$ cat src/rtl/uart_8250_tx.sv
// 8250-compatible UART transmit engine: pops bytes from the TX FIFO
// and serialises them with LCR framing and 16x divisor-latch timing.
`timescale 1ns/1ps
module uart_8250_tx #(
    parameter int OVERSAMPLE = 16
) (
    input  logic        CLK_I,
    input  logic        RST_I,
    input  logic [15:0] divisor_i,
    input  logic [7:0]  lcr_i,
    input  logic [7:0]  tx_data_i,
    input  logic        tx_valid_i,
    output logic        tx_ready_o,
    output logic        txd_o,
    output logic        tx_busy_o
);

    localparam int TW = $clog2(2 * OVERSAMPLE);
    localparam logic [TW-1:0] T_BIT  = TW'(OVERSAMPLE - 1);
    localparam logic [TW-1:0] T_1P5  = TW'(OVERSAMPLE + OVERSAMPLE / 2 - 1);
    localparam logic [TW-1:0] T_2    = TW'(2 * OVERSAMPLE - 1);

    typedef enum logic [2:0] {
        S_IDLE,
        S_START,
        S_DATA,
        S_PARITY,
        S_STOP
    } state_t;

    state_t        state_q, state_n;
    logic [15:0]   presc_q, presc_n;
    logic [TW-1:0] tick_q, tick_n;
    logic [2:0]    bidx_q, bidx_n;
    logic [7:0]    shreg_q, shreg_n;
    logic [3:0]    lcr_q, lcr_n;
    logic [15:0]   div_q, div_n;
    logic          par_q, par_n;
    logic          txd_q, txd_n;
    logic          rdy_en_q;

    logic          accept;
    logic          tick;
    logic          bit_end;
    logic          lvl;
    logic [TW-1:0] last_tick;
    logic [2:0]    last_bit;
    logic [7:0]    mask;
    logic          xr;
    logic          unused_dlab;

    assign unused_dlab = lcr_i[7];

    assign tx_ready_o = (state_q == S_IDLE) && rdy_en_q;
    assign tx_busy_o  = (state_q != S_IDLE);
    assign txd_o      = txd_q;
    assign accept     = tx_valid_i && tx_ready_o;

    assign last_bit = 3'd4 + {1'b0, lcr_q[1:0]};
    assign mask     = 8'hFF >> (2'd3 - lcr_i[1:0]);
    assign xr       = ^(tx_data_i & mask);

    always_comb begin
        last_tick = T_BIT;
        if (state_q == S_STOP && lcr_q[2]) begin
            last_tick = (lcr_q[1:0] == 2'b00) ? T_1P5 : T_2;
        end
    end

    always_comb begin
        state_n = state_q;
        presc_n = presc_q;
        tick_n  = tick_q;
        bidx_n  = bidx_q;
        shreg_n = shreg_q;
        lcr_n   = lcr_q;
        div_n   = div_q;
        par_n   = par_q;
        tick    = 1'b0;
        bit_end = 1'b0;
        lvl     = 1'b1;

        if (state_q == S_IDLE) begin
            if (accept) begin
                state_n = S_START;
                shreg_n = tx_data_i;
                lcr_n   = lcr_i[3:0];
                div_n   = (divisor_i == 16'd0) ? 16'd1 : divisor_i;
                presc_n = '0;
                tick_n  = '0;
                bidx_n  = '0;
                // parity resolved now so stick/even/odd need not be kept
                par_n   = lcr_i[5] ? ~lcr_i[4] : ~(lcr_i[4] ^ xr);
            end
        end else begin
            if (presc_q == div_q - 16'd1) begin
                presc_n = '0;
                tick    = 1'b1;
            end else begin
                presc_n = presc_q + 16'd1;
            end
            if (tick) begin
                if (tick_q == last_tick) begin
                    tick_n  = '0;
                    bit_end = 1'b1;
                end else begin
                    tick_n = tick_q + TW'(1);
                end
            end
        end

        if (bit_end) begin
            unique case (state_q)
                S_START: begin
                    state_n = S_DATA;
                    bidx_n  = '0;
                end
                S_DATA: begin
                    if (bidx_q == last_bit) begin
                        state_n = lcr_q[3] ? S_PARITY : S_STOP;
                    end else begin
                        bidx_n  = bidx_q + 3'd1;
                        shreg_n = shreg_q >> 1;
                    end
                end
                S_PARITY: state_n = S_STOP;
                S_STOP:   state_n = S_IDLE;
                default:  state_n = S_IDLE;
            endcase
        end

        unique case (state_n)
            S_START:  lvl = 1'b0;
            S_DATA:   lvl = shreg_n[0];
            S_PARITY: lvl = par_n;
            default:  lvl = 1'b1;
        endcase
    end

    // break is live: it masks the line without touching frame timing
    assign txd_n = ~lcr_i[6] & lvl;

    always_ff @(posedge CLK_I or negedge RST_I) begin
        if (!RST_I) begin
            state_q  <= S_IDLE;
            presc_q  <= '0;
            tick_q   <= '0;
            bidx_q   <= '0;
            shreg_q  <= '0;
            lcr_q    <= '0;
            div_q    <= '0;
            par_q    <= 1'b0;
            txd_q    <= 1'b1;
            rdy_en_q <= 1'b0;
        end else begin
            state_q  <= state_n;
            presc_q  <= presc_n;
            tick_q   <= tick_n;
            bidx_q   <= bidx_n;
            shreg_q  <= shreg_n;
            lcr_q    <= lcr_n;
            div_q    <= div_n;
            par_q    <= par_n;
            txd_q    <= txd_n;
            rdy_en_q <= 1'b1;
        end
    end

endmodule

$ cat config.mk
export PLATFORM = sky130hd
export DESIGN_NAME = uart_8250_tx
export DESIGN_NICKNAME = d
export VERILOG_FILES = /design/src/rtl/uart_8250_tx.sv
export SDC_FILE = /design/constraint.sdc
export NUM_CORES = 1
export LEC_CHECK = 0
export ABC_AREA = 1
export CORE_MARGIN = 5
export CORE_UTILIZATION = 40
export CTS_CLUSTER_SIZE = 24
export DETAILED_ROUTE_END_ITERATION = 8
export SYNTH_ARGS = -nofsm -noshare
export SYNTH_HDL_FRONTEND = slang
export SYNTH_SLANG_ARGS = --single-unit
$ cat constraint.sdc
create_clock -name CLK_I -period 3 [get_ports CLK_I]
set_input_delay 0.9 -clock CLK_I [delete_from_list [all_inputs] [get_ports CLK_I]]
set_output_delay 0.9 -clock CLK_I [all_outputs]
set_load 0.02 [all_outputs]
== Word level (Yosys, flattened, before mapping) ==
Index checks and enable logic that the tools add are counted.
Word-level totals
  word-level logic and storage cells: 80
  output and inout bits: 3
  bits of input ports: 35
  bits in registers: 58
Operators by class
  multiplexer cells: 35
  shifts and indexed selects: 1
  bitwise gates (word level): 6
  equality and inequality tests: 11
  add/sub/neg operators: 6
  reduce and logical (&&, ||, !) cells: 11
Operators by type and width (count)
  two-way mux 16 bit: 4
  two-way mux 8 bit: 5
  two-way mux 3 bit: 9
  two-way mux 5 bit: 5
  adder 16 x 1 -> 16 bit, second input constant: 1
  equality test 16 bit: 1
  zero test 16 bit: 1
  subtractor 16 x 1 -> 16 bit, second input constant: 1
  equality test 3 x 2 -> 1 bit, second input constant: 4
  case mux 3 bit (3 select lines): 1
  bitwise AND 8 bit: 1
  two-way mux 1 bit: 8
  XOR reduction 8 bit: 1
  >> shifter 8 x 2 -> 8 bit, first input constant: 1
  equality test 3 x 1 -> 1 bit, second input constant: 2
  case mux 3 bit (2 select lines): 1
  adder 5 x 1 -> 5 bit, second input constant: 1
  equality test 5 bit: 1
  two-way mux 4 bit: 1
  AND reduction 2 bit: 2
  adder 3 x 1 -> 3 bit, second input constant: 1
  adder 3 x 2 -> 3 bit, first input constant: 1
  equality test 3 bit: 1
  equality test 3 bit, second input constant: 1
  11 further kinds: 15

== Logic depth before layout (Yosys ltp) ==
  word-level depth: 11
  mapped depth: 18
  depth with buffers taken out: 18

== Worst setup path before layout ==
OpenSTA, ideal clock, no wires.
  path type: reg-to-reg
  from: reg div_q[0]
  to: reg shreg_q[2]
  path slack: 0.852 ns
  cell stages (with the launch flop): 17
  clock period less this slack: 2.148 ns
  arrival: 2.075 ns
  cell sequence: dfrtp_1 -> inv_2 -> ha_1 -> nand2_1 -> nand2_1 -> xor2_1 -> nand3_1 -> nor2_1 -> nand2_1 -> nor2_1 -> nand2_2 -> nor2_4 -> nand3_4 -> nor2_4 -> buf_6 -> nor2_1 -> a21oi_2
On the way
  word-level cells in the longest chain between the ends: 7
Ends and longest elaborated chain
  start, declared: line 37  | logic [15:0] div_q, div_n;
  start signal, assigned: line 162  | div_q <= div_n;
  subtractor 16 x 1 -> 16 bit: line 96  | if (presc_q == div_q - 16'd1) begin
  equality test 16 bit: line 96
  two-way mux 1 bit: line 96
  two-way mux 1 bit: line 83  | if (state_q == S_IDLE) begin
  two-way mux 1 bit: line 102  | if (tick) begin
  two-way mux 1 bit: line 83
  two-way mux 8 bit: line 112  | if (bit_end) begin
  named net shreg_n[2]: line 35  | logic [7:0] shreg_q, shreg_n;
  end signal, assigned: line 160  | shreg_q <= shreg_n;
  end, declared: line 35
The timed path passes the listed nets, and every way through them passes these cells. The select of a mux whose other input is x is not followed.
A chain may end at the register's enable or synchronous reset.

== Worst setup path after layout ==
  from: reg div_q[0]
  to: reg tick_q[0]
On the way
  word-level cells in the longest chain between the ends: 6
Ends and longest elaborated chain
  subtractor 16 x 1 -> 16 bit: line 96
  equality test 16 bit: line 96
  two-way mux 1 bit: line 96
  two-way mux 1 bit: line 83
  nonzero test 2 bit (no line)
  AND reduction 2 bit (no line)
  end signal, assigned: line 158  | tick_q <= tick_n;
  end, declared: line 33  | logic [TW-1:0] tick_q, tick_n;
No other way between the ends. The select of a mux whose other input is x is not followed.

==> run metrics <==
outcome=complete, no violations; Final min period=2.65 ns; Worst-path clk slew=0.07 ns; Resized Gates After CTS=0; Worst Path Required=3.27 ns; Cell Rows=36; Hold Vio Cnt, Final=0; routed vias/inst=4.92; Post-CTS Setup Bufs=0; Crit path top cell by count=nand2_1; r2r setup slk=0.35 ns; CP Class=reg2reg; CTS root buf=clkbuf_8; worst-path fanout max=6; power consumption=0.00375 W; Register-to-Register Path Depth=13; Initial Util=40.7%; Clock Tree Buf Depth=2; Worst setup EP type=flip-flop; VDD IR max=0.000412 V; Synth Instances=562; Post-synth EDFFs=0; CP max stage delay=0.42 ns; area growth from synthesis to layout=17.9%; Slew headroom=61.3%; CORE AREA=9680 µm²; DP HPWL=7560 µm; Max Slew Vio Count=0; die area=11900 µm²; Ports=38; clock tree from TritonCTS=built; CTS Hold Bufs=0; total CTS buffers=9; max_cap viols=0; First-pass DRT Iterations=5; fmax=377 MHz; setup TNS=0 ns; Hold Path Class=in2async; Final #Nets=643; Worst setup SP type=flip-flop; part of the cycle the worst path needs=88.5%; clk sinks=58; RePlAce Congestion=0.866; async set or reset register ratio after synthesis=100%; final setup fails=0; Synthesis Warnings=0; Slew @ Worst Pin=0.575 ns; Placement Setup Slack=0.223 ns; GRT Total Usage=17.3%; Worst Skew=0.0122 ns; diode count=0; mean post-synth cell area=7.01 µm²; CP cell instances=inv_2 > ha_1 > nand2_2 > nor2_4 > nand2_1 > nand2_1 > nand2_1 > nor4_1 > nor4b_2 > nand2_1 > nand2_1 > nand2_1 > nand2_1; Worst-Skew Late Latency=0.34 ns; mapped cell area=3940 µm²; 1st-iter DRT viols=159; vias in the first global route=3663; post-synth cell types=41; drt wl/cell=13.0 µm; initial antenna violation count=0; CP Launch Point=div_q[0]; Die H=109 µm; PortBufs=36; Final ANT Viol Nets=0; commonest non-fill, non-tap cell in the layout=nand2_1; Residual DRC=0; net count after synthesis=601; CP max stage cell=nor4b_2; Max H-tree Level=3; Synth Register Bits=58; first-pass GRT wire length=16500 µm; RSZ-0062 raised after global routing=no; most frequent cells in the layout=168 x nand2_1, 62 x inv_1, 58 x nor2_1; vias=3643; Leakage=2.21 nW; fraction of layout cells with a size suffix above 1=9.54%; overall routed net length=9620 µm; Post-synth top flop=dfrtp_1; r2r endpoint=tick_q[0]; largest net degree at the start of global routing=30; die width=109 µm; RR Startpoint=div_q[0]; PD cells=807 nW/µm²; Seq/Total Area, Yosys=36.9%; PnR worst setup slack=0.346 ns; grt total ovfl=0; Worst Path Arrival=2.93 ns
==> cells in the mapped netlist (8+ instances only) <==
library cell  count  area share, %
dfrtp_1          57             36
nor2_2            8            1.3
inv_1            62            5.9
nor3_1           11            1.4
o21ai_0          35            4.4
nor2_1           58            5.5
nand4_1          11            1.7
o22ai_1          11            1.7
nand3_1          43            5.5
nand2_1         168             16
xor2_1           17            3.8
xnor2_1          11            2.4
==> critical path, delay by kind of cell (launching register included) <==
kind / cells / cell delay, ns
fa+ha+maj: 1 / 0.22
buf+inv: 1 / 0.13
simple gates: 11 / 1.83
flops: 1 / 0.41
==> area by class of cell <==
cell class | count | area [µm²]
fillers | 972 | 5040
multi-input cells | 427 | 2190
flip-flops and latches | 58 | 1450
repair buffers | 42 | 400
inverters | 66 | 248
well taps | 133 | 166
clock buffers | 10 | 138
clock inverters | 5 | 55.1
==> state kept, by name, summed over array words and instances, names as in the netlist <==
signal	cells
bidx_q	3
div_q	16
lcr_q	4
par_q	1
presc_q	16
rdy_en_q	1
shreg_q	8
state_q	3
tick_q	5
txd_o	1
==> where the power goes <==
group / switching, W / internal, W / total [W]
clock: 0.000324 / 0.000398 / 0.000723
sequential: 0.000276 / 0.00105 / 0.00133
combinational: 0.00105 / 0.000645 / 0.00170
total: 0.00165 / 0.00210 / 0.00375
==> layer usage <==
layer / part of all wire (%) / GRT usage, % / vias up
met5: 0 / 0 / -
met4: 0.77 / 4.45 / 0
met3: 3.8 / 2.84 / 8
met2: 51 / 30.4 / 51
met1: 45 / 22.1 / 1685
li1: - / - / 1899
==> cell families after synthesis <==
kind of cell | after synthesis | synth area share [%]
AO/OA/AOI/OAI | 65 | 9.40
XOR/XNOR | 28 | 6.23
flip-flops | 58 | 36.9
other | 1 | 0.0952
buffers and inverters | 77 | 7.62
adder cells (fa/ha/maj) | 4 | 1.27
AND/OR/NAND/NOR | 329 | 38.5
==> through the flow <==
stage | hold slack (ns) | util (%) | instance area [µm²] | instances
floorplan | 0.445 | - | 3940 | 562
global placement | 0.474 | 46.0 | 4450 | 726
detailed placement | 0.470 | 46.0 | 4450 | 726
CTS | 0.352 | 48.0 | 4650 | 741
global route | 0.364 | 48.0 | 4650 | 741
finish | 0.362 | 48.0 | 4650 | 741
==> worst max-delay path by stage <==
stage                     depth (start not counted)  slack [ns]          to
after floorplan                                  16        0.85  shreg_q[2]
after global placement                           14        0.22       txd_o
after detailed placement                         13        0.22       txd_o
after CTS                                        13        0.33   tick_q[0]
after global routing                             15        0.13  shreg_q[2]
final                                            13        0.35   tick_q[0]
(Power assumes the default switching activity.)
